`src/rtl/mealy_seq_detect.sv`:
```
// Parametrised Mealy serial pattern detector with run-time pattern reload,
// overlapping / non-overlapping modes and a saturating match counter.
module mealy_seq_detect #(
    parameter int unsigned      LEN     = 4,
    parameter logic [LEN-1:0]   PATTERN = 4'b1101,
    parameter int unsigned      OVERLAP = 1,
    parameter int unsigned      CNT_W   = 8
) (
    input  logic             clk,
    input  logic             reset,
    input  logic             x,
    input  logic             en,
    input  logic             load,
    input  logic [LEN-1:0]   pat_in,
    input  logic             clr_cnt,
    output logic             found,
    output logic             found_q,
    output logic [CNT_W-1:0] match_cnt,
    output logic [4:0]       state
);

    localparam int unsigned HW      = LEN + 1;
    localparam logic [4:0]  ST_IDLE = 5'd0;
    localparam logic [4:0]  ST_LAST = 5'(LEN - 1);

    logic [LEN-1:0]   pattern;
    logic [LEN-1:0]   pattern_d;
    logic [4:0]       state_d;
    logic [4:0]       fallback;
    logic [4:0]       shamt;
    logic [HW-1:0]    hist;
    logic [HW-1:0]    pfx;
    logic [HW-1:0]    msk;
    logic [CNT_W-1:0] cnt_d;

    assign found = en & ~load & (state == ST_LAST) & (x == pattern[0]);

    // History is implied by the state: the first 'state' pattern bits, then x.
    // Pick the longest suffix of it (capped at LEN-1) that is a pattern prefix.
    always_comb begin
        shamt    = 5'(LEN) - state;
        hist     = {pattern >> shamt, x};
        fallback = ST_IDLE;
        pfx      = '0;
        msk      = '0;
        for (int j = 1; j < int'(LEN); j++) begin
            pfx = HW'(pattern >> (int'(LEN) - j));
            msk = HW'((1 << j) - 1);
            if ((5'(j) <= state + 5'd1) && ((hist & msk) == pfx)) begin
                fallback = 5'(j);
            end
        end
    end

    // Next-state, pattern and counter selection.
    always_comb begin
        state_d   = state;
        pattern_d = pattern;
        cnt_d     = match_cnt;
        if (load) begin
            pattern_d = pat_in;
            state_d   = ST_IDLE;
        end else if (en) begin
            state_d = (found && (OVERLAP == 0)) ? ST_IDLE : fallback;
        end
        if (clr_cnt) begin
            cnt_d = '0;
        end else if (found && (match_cnt != '1)) begin
            cnt_d = match_cnt + CNT_W'(1);
        end
    end

    always_ff @(posedge clk or negedge reset) begin
        if (!reset) begin
            state     <= ST_IDLE;
            pattern   <= PATTERN;
            match_cnt <= '0;
            found_q   <= 1'b0;
        end else begin
            state     <= state_d;
            pattern   <= pattern_d;
            match_cnt <= cnt_d;
            found_q   <= found;
        end
    end

endmodule

```
`config.mk`:
```
export PLATFORM = sky130hd
export DESIGN_NAME = mealy_seq_detect
export DESIGN_NICKNAME = d
export VERILOG_FILES = /design/src/rtl/mealy_seq_detect.sv
export SDC_FILE = /design/constraint.sdc
export NUM_CORES = 1
export LEC_CHECK = 0
export BUFFER_PORTS_ARGS = -buffer_cell sky130_fd_sc_hd__buf_2
export CORE_ASPECT_RATIO = 0.8
export CORE_MARGIN = 5
export CORE_UTILIZATION = 50
export CTS_CLUSTER_DIAMETER = 150
export DETAILED_ROUTE_END_ITERATION = 8
export PLACE_DENSITY = 0.76
export SLEW_MARGIN = 0
export SYNTH_ARGS = -nofsm -noshare
export SYNTH_HDL_FRONTEND = slang
export SYNTH_SLANG_ARGS = --single-unit
```
`constraint.sdc`:
```
create_clock -name clk -period 4.8 [get_ports clk]
set_input_delay 0.48 -clock clk [delete_from_list [all_inputs] [get_ports clk]]
set_output_delay 0.48 -clock clk [all_outputs]
set_load 0.01 [all_outputs]
```
## Yosys cells after proc, flatten, opt, wreduce, memory -nomap -nowiden

Cells that the tools add are included.

- Eq/ne operators: 6
- Add/subtract/negate cells: 3
- Reductions and logical operators: 6
- Bitwise gates (word level): 4
- Magnitude comparators: 3
- Multiplexer cells: 7
- Shift operators: 1

Operators with widths:

| cell | count |
|---|---|
| $mux 8 | 2 |
| $le 2x5->1 const A | 2 |
| $mux 5 | 2 |
| $add 8x1->8 const B | 1 |
| $ne 8x8->1 const B | 1 |
| $add 5x1->5 const B | 1 |
| $eq 5x2->1 const B | 1 |
| $le 1x5->1 const A | 1 |
| $shr 4x5->2 | 1 |
| $sub 3x5->5 const A | 1 |
| $logic_and 1x1->1 | 4 |
| $mux 2 | 2 |
| $reduce_bool 2->1 | 2 |
| $and 1x1->1 | 3 |
| $eq 3x3->1 | 1 |
| $eq 1x1->1 | 2 |
| $eq 2x2->1 | 1 |
| $mux 1 | 1 |
| $not 1->1 | 1 |

- Output and inout bits: 15
- Register bits: 18
- Input port bits: 10

## Longest topological paths before layout

- Depth in word-level cells: 8
- Depth in mapped cells: 7
- Depth with buffers taken out: 7

## Worst setup path before layout

Ideal clock, no wire load.

- Path kind: register to register
- Start point: register state[0]
- End point: register state[1]
- Buffers on the path: 0
- Period minus slack after synthesis: 2.079 ns
- Cell stages (with the launch flop): 8
- Data arrival time: 1.979 ns
- Slack: 2.721 ns
- Cell sequence: dfrtp_1 > inv_1 > ha_1 > mux2i_1 > o22ai_2 > xor2_1 > or3_1 > a311oi_1

- Word-level cells in the longest chain between the ends: 8
- Elaborated cells between the ends (all ways): 13

Ends and longest elaborated chain:

| element | line | RTL |
|---|---|---|
| from (decl) | 19 | `output logic [4:0] state` |
| from (signal assigned) | 80 | `state <= state_d;` |
| $sub 3x5->5 | 41 | `shamt = 5'(LEN) - state;` |
| $shr 4x5->2 | 42 | `hist = {pattern >> shamt, x};` |
| $eq 2x2->1 | 49 | `if ((5'(j) <= state + 5'd1) && ((hist & msk) == pfx)) begin` |
| $logic_and 1x1->1 | 49 |  |
| $mux 2 | 49 |  |
| $mux 2 * | 49 |  |
| $mux 5 * | 63 | `end else if (en) begin` |
| $mux 5 * | 60 | `if (load) begin` |

Mark *: on every way between the ends. The rest lies on a longest branch, timed or not. The select of a mux whose other input is x is not followed.
A chain may end at the register's enable or synchronous reset.

## Worst setup path after layout

Ends and elaborated chain as after synthesis.

==> tab_implementation.tex <==
\begin{tabular}{lr}
\hline
Metric & Value \\
\hline
\multicolumn{2}{l}{\textbf{Run status}} \\
\quad Result of the run & finished, final reports clean \\
\multicolumn{2}{l}{\textbf{Clock tree}} \\
\quad Cts repair resizes & 0 \\
\quad Max H-tree Level & 1 \\
\quad Root buffer cell & sky130\_fd\_sc\_hd\_\_clkbuf\_4 \\
\quad Sink Count & 15 \\
\quad Cts bufs inserted & 3 \\
\quad Clock tree from TritonCTS & yes \\
\quad Clock buffer depth & 2 \\
\quad CTS clock-pin slew for the worst setup and hold paths & 0.09 ns \\
\quad Setup bufs post-CTS & 0 \\
\quad Count of hold buffers inserted by post-cts repair & 0 \\
\quad Clock latency at the later pin of the worst-skew pair & 0.29 ns \\
\multicolumn{2}{l}{\textbf{Global routing}} \\
\quad Global-route wire length before repair & 3381 um \\
\quad Total global routing overflow & 0 \\
\quad Vias in the first global route & 743 \\
\quad Overall Global Routing Usage & 15.20\% \\
\quad Initial antenna violation count & 0 \\
\quad Largest net degree at the start of global routing & 16 \\
\multicolumn{2}{l}{\textbf{Yosys}} \\
\quad Share of cell area taken by muxes after synthesis & 9.824\% \\
\quad Primary flip-flop cell chosen by synthesis mapping & sky130\_fd\_sc\_hd\_\_dfrtp\_1 \\
\quad Share of synthesized flip-flops with an asynchronous set or reset & 100.0\% \\
\quad Synthesized area & 993.5 um\^{}2 \\
\quad Top cells by area, synth & sky130\_fd\_sc\_hd\_\_dfrtp\_1, sky130\_fd\_sc\_hd\_\_dfstp\_2, sky130\_fd\_sc\_hd\_\_xor2\_1, sky130\_fd\_sc\_hd\_\_mux2\_2, sky130\_fd\_sc\_hd\_\_ha\_1 \\
\quad Dominant combinational cell family by area after synthesis & simple AND/OR/NAND/NOR gates \\
\quad Proportion of synthesized chip area in sequential cells & 38.16\% \\
\quad Count of flip-flops with a built-in enable after synthesis & 0 \\
\quad Share of synthesized cell area in and, or, nand and nor gates & 19.02\% \\
\quad Top cell type by total area after synthesis & sky130\_fd\_sc\_hd\_\_dfrtp\_1 \\
\quad Commonest cells in the netlist & sky130\_fd\_sc\_hd\_\_dfrtp\_1, sky130\_fd\_sc\_hd\_\_nor2\_1, sky130\_fd\_sc\_hd\_\_xor2\_1, sky130\_fd\_sc\_hd\_\_mux2\_2, sky130\_fd\_sc\_hd\_\_ha\_1 \\
\quad Synth top area share & 30.23\% \\
\quad Synth Area in Compound Gates & 9.698\% \\
\quad Synthesized flop and latch total & 15 \\
\quad Most numerous cell in the Yosys netlist & sky130\_fd\_sc\_hd\_\_dfrtp\_1 \\
\quad Post-Syn Area per Cell & 10.14 um\^{}2 \\
\quad Number of synthesis warnings & 0 \\
\quad Number of different library cells in the post-synthesis netlist & 36 \\
\quad Gate count after technology mapping & 98 \\
\quad Synthesized-area fraction occupied by adder cells & 6.297\% \\
\quad XOR/XNOR Fraction of Synth Area & 9.698\% \\
\multicolumn{2}{l}{\textbf{Worst hold path}} \\
\quad Hold crit path type & input pin to async pin \\
\multicolumn{2}{l}{\textbf{STA}} \\
\quad Final setup slack of the worst path & 2.582 ns \\
\quad Worst hold margin & 0.07929 ns \\
\quad Final setup viols & 0 \\
\quad Max Clk Rate & 450.9 MHz \\
\quad RSZ-0062 raised after global routing & no \\
\quad Hold Violations, Final & 0 \\
\quad Minimum clock period & 2.218 ns \\
\quad Total count of max-transition violations in the final report & 0 \\
\quad Total negative setup slack & 0 ns \\
\quad Max Clock Skew & 0.004496 ns \\
\quad Crit share post-route & 46.21\% \\
\multicolumn{2}{l}{\textbf{Placement}} \\
\quad Worst Setup Slack post-DPL & 2.582 ns \\
\quad Count of input and output buffers & 21 \\
\quad Last weighted congestion value of the routability-driven placer & 0.8298 \\
\quad Post-detailed-placement half-perimeter wirelength & 1649 um \\
\multicolumn{2}{l}{\textbf{Detailed routing}} \\
\quad First-pass DRT Iterations & 4 \\
\quad Violation count after the first detailed-routing iteration & 11 \\
\quad Vias per cell & 5.468 \\
\quad DR vias & 771 \\
\quad Number of antenna-violating nets in the routed design & 0 \\
\quad Final routed wirelength across all metal layers & 2040 um \\
\quad Average wire per standard cell & 14.47 um \\
\quad DRC violation count after routing & 0 \\
\multicolumn{2}{l}{\textbf{Cells and area}} \\
\quad Ratio of cells with drive above 1 in the final layout & 31.62\% \\
\quad Antenna diode count & 0 \\
\quad Final Net Count & 133 \\
\quad Area added between synthesis and finish & 10.83\% \\
\multicolumn{2}{l}{\textbf{Die}} \\
\quad Site Rows & 14 \\
\quad Initial Utilization & 52.51\% \\
\quad Total Die Area & 2984 um\^{}2 \\
\quad Die Span Y & 49.87 um \\
\quad Core area & 1892 um\^{}2 \\
\quad Die width & 59.84 um \\
\quad Total I/O pin count & 25 \\
\multicolumn{2}{l}{\textbf{Worst setup path}} \\
\quad Critical path type & register to register \\
\quad Data arrival, critical path & 2.41 ns \\
\quad Startpoint of the most critical register-to-register path & state[0] \\
\quad Startpoint types & register \\
\quad Sort of element at the end of the critical path & register \\
\quad Crit-path max FO & 8 \\
\quad Critical path required time & 4.99 ns \\
\quad Timing startpoint of the critical path & state[0] \\
\multicolumn{2}{l}{\textbf{Power and ir drop}} \\
\quad Leakage component of the power & 0.5255 nW \\
\quad Post-layout total power & 0.2661 mW \\
\quad VDD IR max & 0.0001704 V \\
\quad Power per cell area & 241.7 nW/um\^{}2 \\
\multicolumn{2}{l}{\textbf{Job}} \\
\quad Number of max-cap violations & 0 \\
\hline
\end{tabular}
layout make-up:
| class | count | area [um^2] |
|---|---|---|
| Fill cell | 175 | 790.8 |
| Multi-Input combinational cell | 75 | 553.0 |
| Sequential cell | 15 | 379.1 |
| Timing Repair Buffer | 21 | 105.1 |
| Tap cell | 24 | 30.03 |
| Clock buffer | 4 | 26.28 |
| Inverter | 2 | 7.507 |
worst paths after layout:
check	end	slack (ns)	cells after the start
max	state[1]	2.58	7
min	match_cnt[6]	0.08	1
max reg2reg	state[1]	2.58	7
min reg2reg	match_cnt[5]	0.57	2
max in group asynchronous	pattern[3]	4.42	1
min in group clk	pattern[3]	0.43	2
routing by layer:
| metal | vias to the layer above | wire length, um | part of all wire [%] | track usage [%] |
|---|---|---|---|---|
| met4 | 0 | 38 | 1.9 | 4.059 |
| met2 | 26 | 989 | 48 | 24.28 |
| met5 | - | 0 | 0 | 0 |
| met3 | 6 | 146 | 7.2 | 6.527 |
| li1 | 375 | - | - | - |
| met1 | 364 | 864 | 42 | 18.49 |
power by group:
part	total [mW]	internal [mW]	leakage [nW]	switching, mW
Combinational	0.0519	0.0247	0.315	0.0272
Sequential	0.143	0.133	0.195	0.00944
Clock	0.0715	0.0323	0.0150	0.0392
kinds of logic (layout without fill, tap and decap cells):
logic type / count (synthesis) / after routing
buf+inv: 10 / 27
simple gates: 33 / 33
compound gates: 14 / 14
mux: 9 / 9
fa+ha+maj: 5 / 5
xor+xnor: 11 / 11
flops: 15 / 15
other cells: 1 / 3
worst max-delay path: stages, from the launching register on:
cell                       delay [ns]
sky130_fd_sc_hd__dfrtp_1         0.46
sky130_fd_sc_hd__inv_1           0.14
sky130_fd_sc_hd__ha_1            0.41
sky130_fd_sc_hd__mux2i_1         0.27
sky130_fd_sc_hd__o22ai_2         0.13
sky130_fd_sc_hd__xor2_1          0.15
sky130_fd_sc_hd__or3_1           0.32
sky130_fd_sc_hd__a311oi_1        0.26
metrics by stage:
stage	util, %	cell area [um^2]	std cells
floorplan	-	1001	100
global placement	56.81	1075	137
detailed placement	56.81	1075	137
CTS	58.20	1101	141
global route	58.20	1101	141
finish	58.20	1101	141
registers in the layout (all words and copies together) (netlist names):
name / cells
found_q: 1
state: 2
match_cnt: 8
pattern: 4
placed cells by master (no fill, tap or decap), types with 4 or more instances in the layout:
master	instances
sky130_fd_sc_hd__buf_2	21
sky130_fd_sc_hd__o21ai_0	4
sky130_fd_sc_hd__nor2_1	10
sky130_fd_sc_hd__xor2_1	9
sky130_fd_sc_hd__ha_1	5
sky130_fd_sc_hd__dfrtp_1	12
sky130_fd_sc_hd__nand4_1	4
sky130_fd_sc_hd__mux2_2	6
Note: power is estimated with default switching activity, not from simulation.
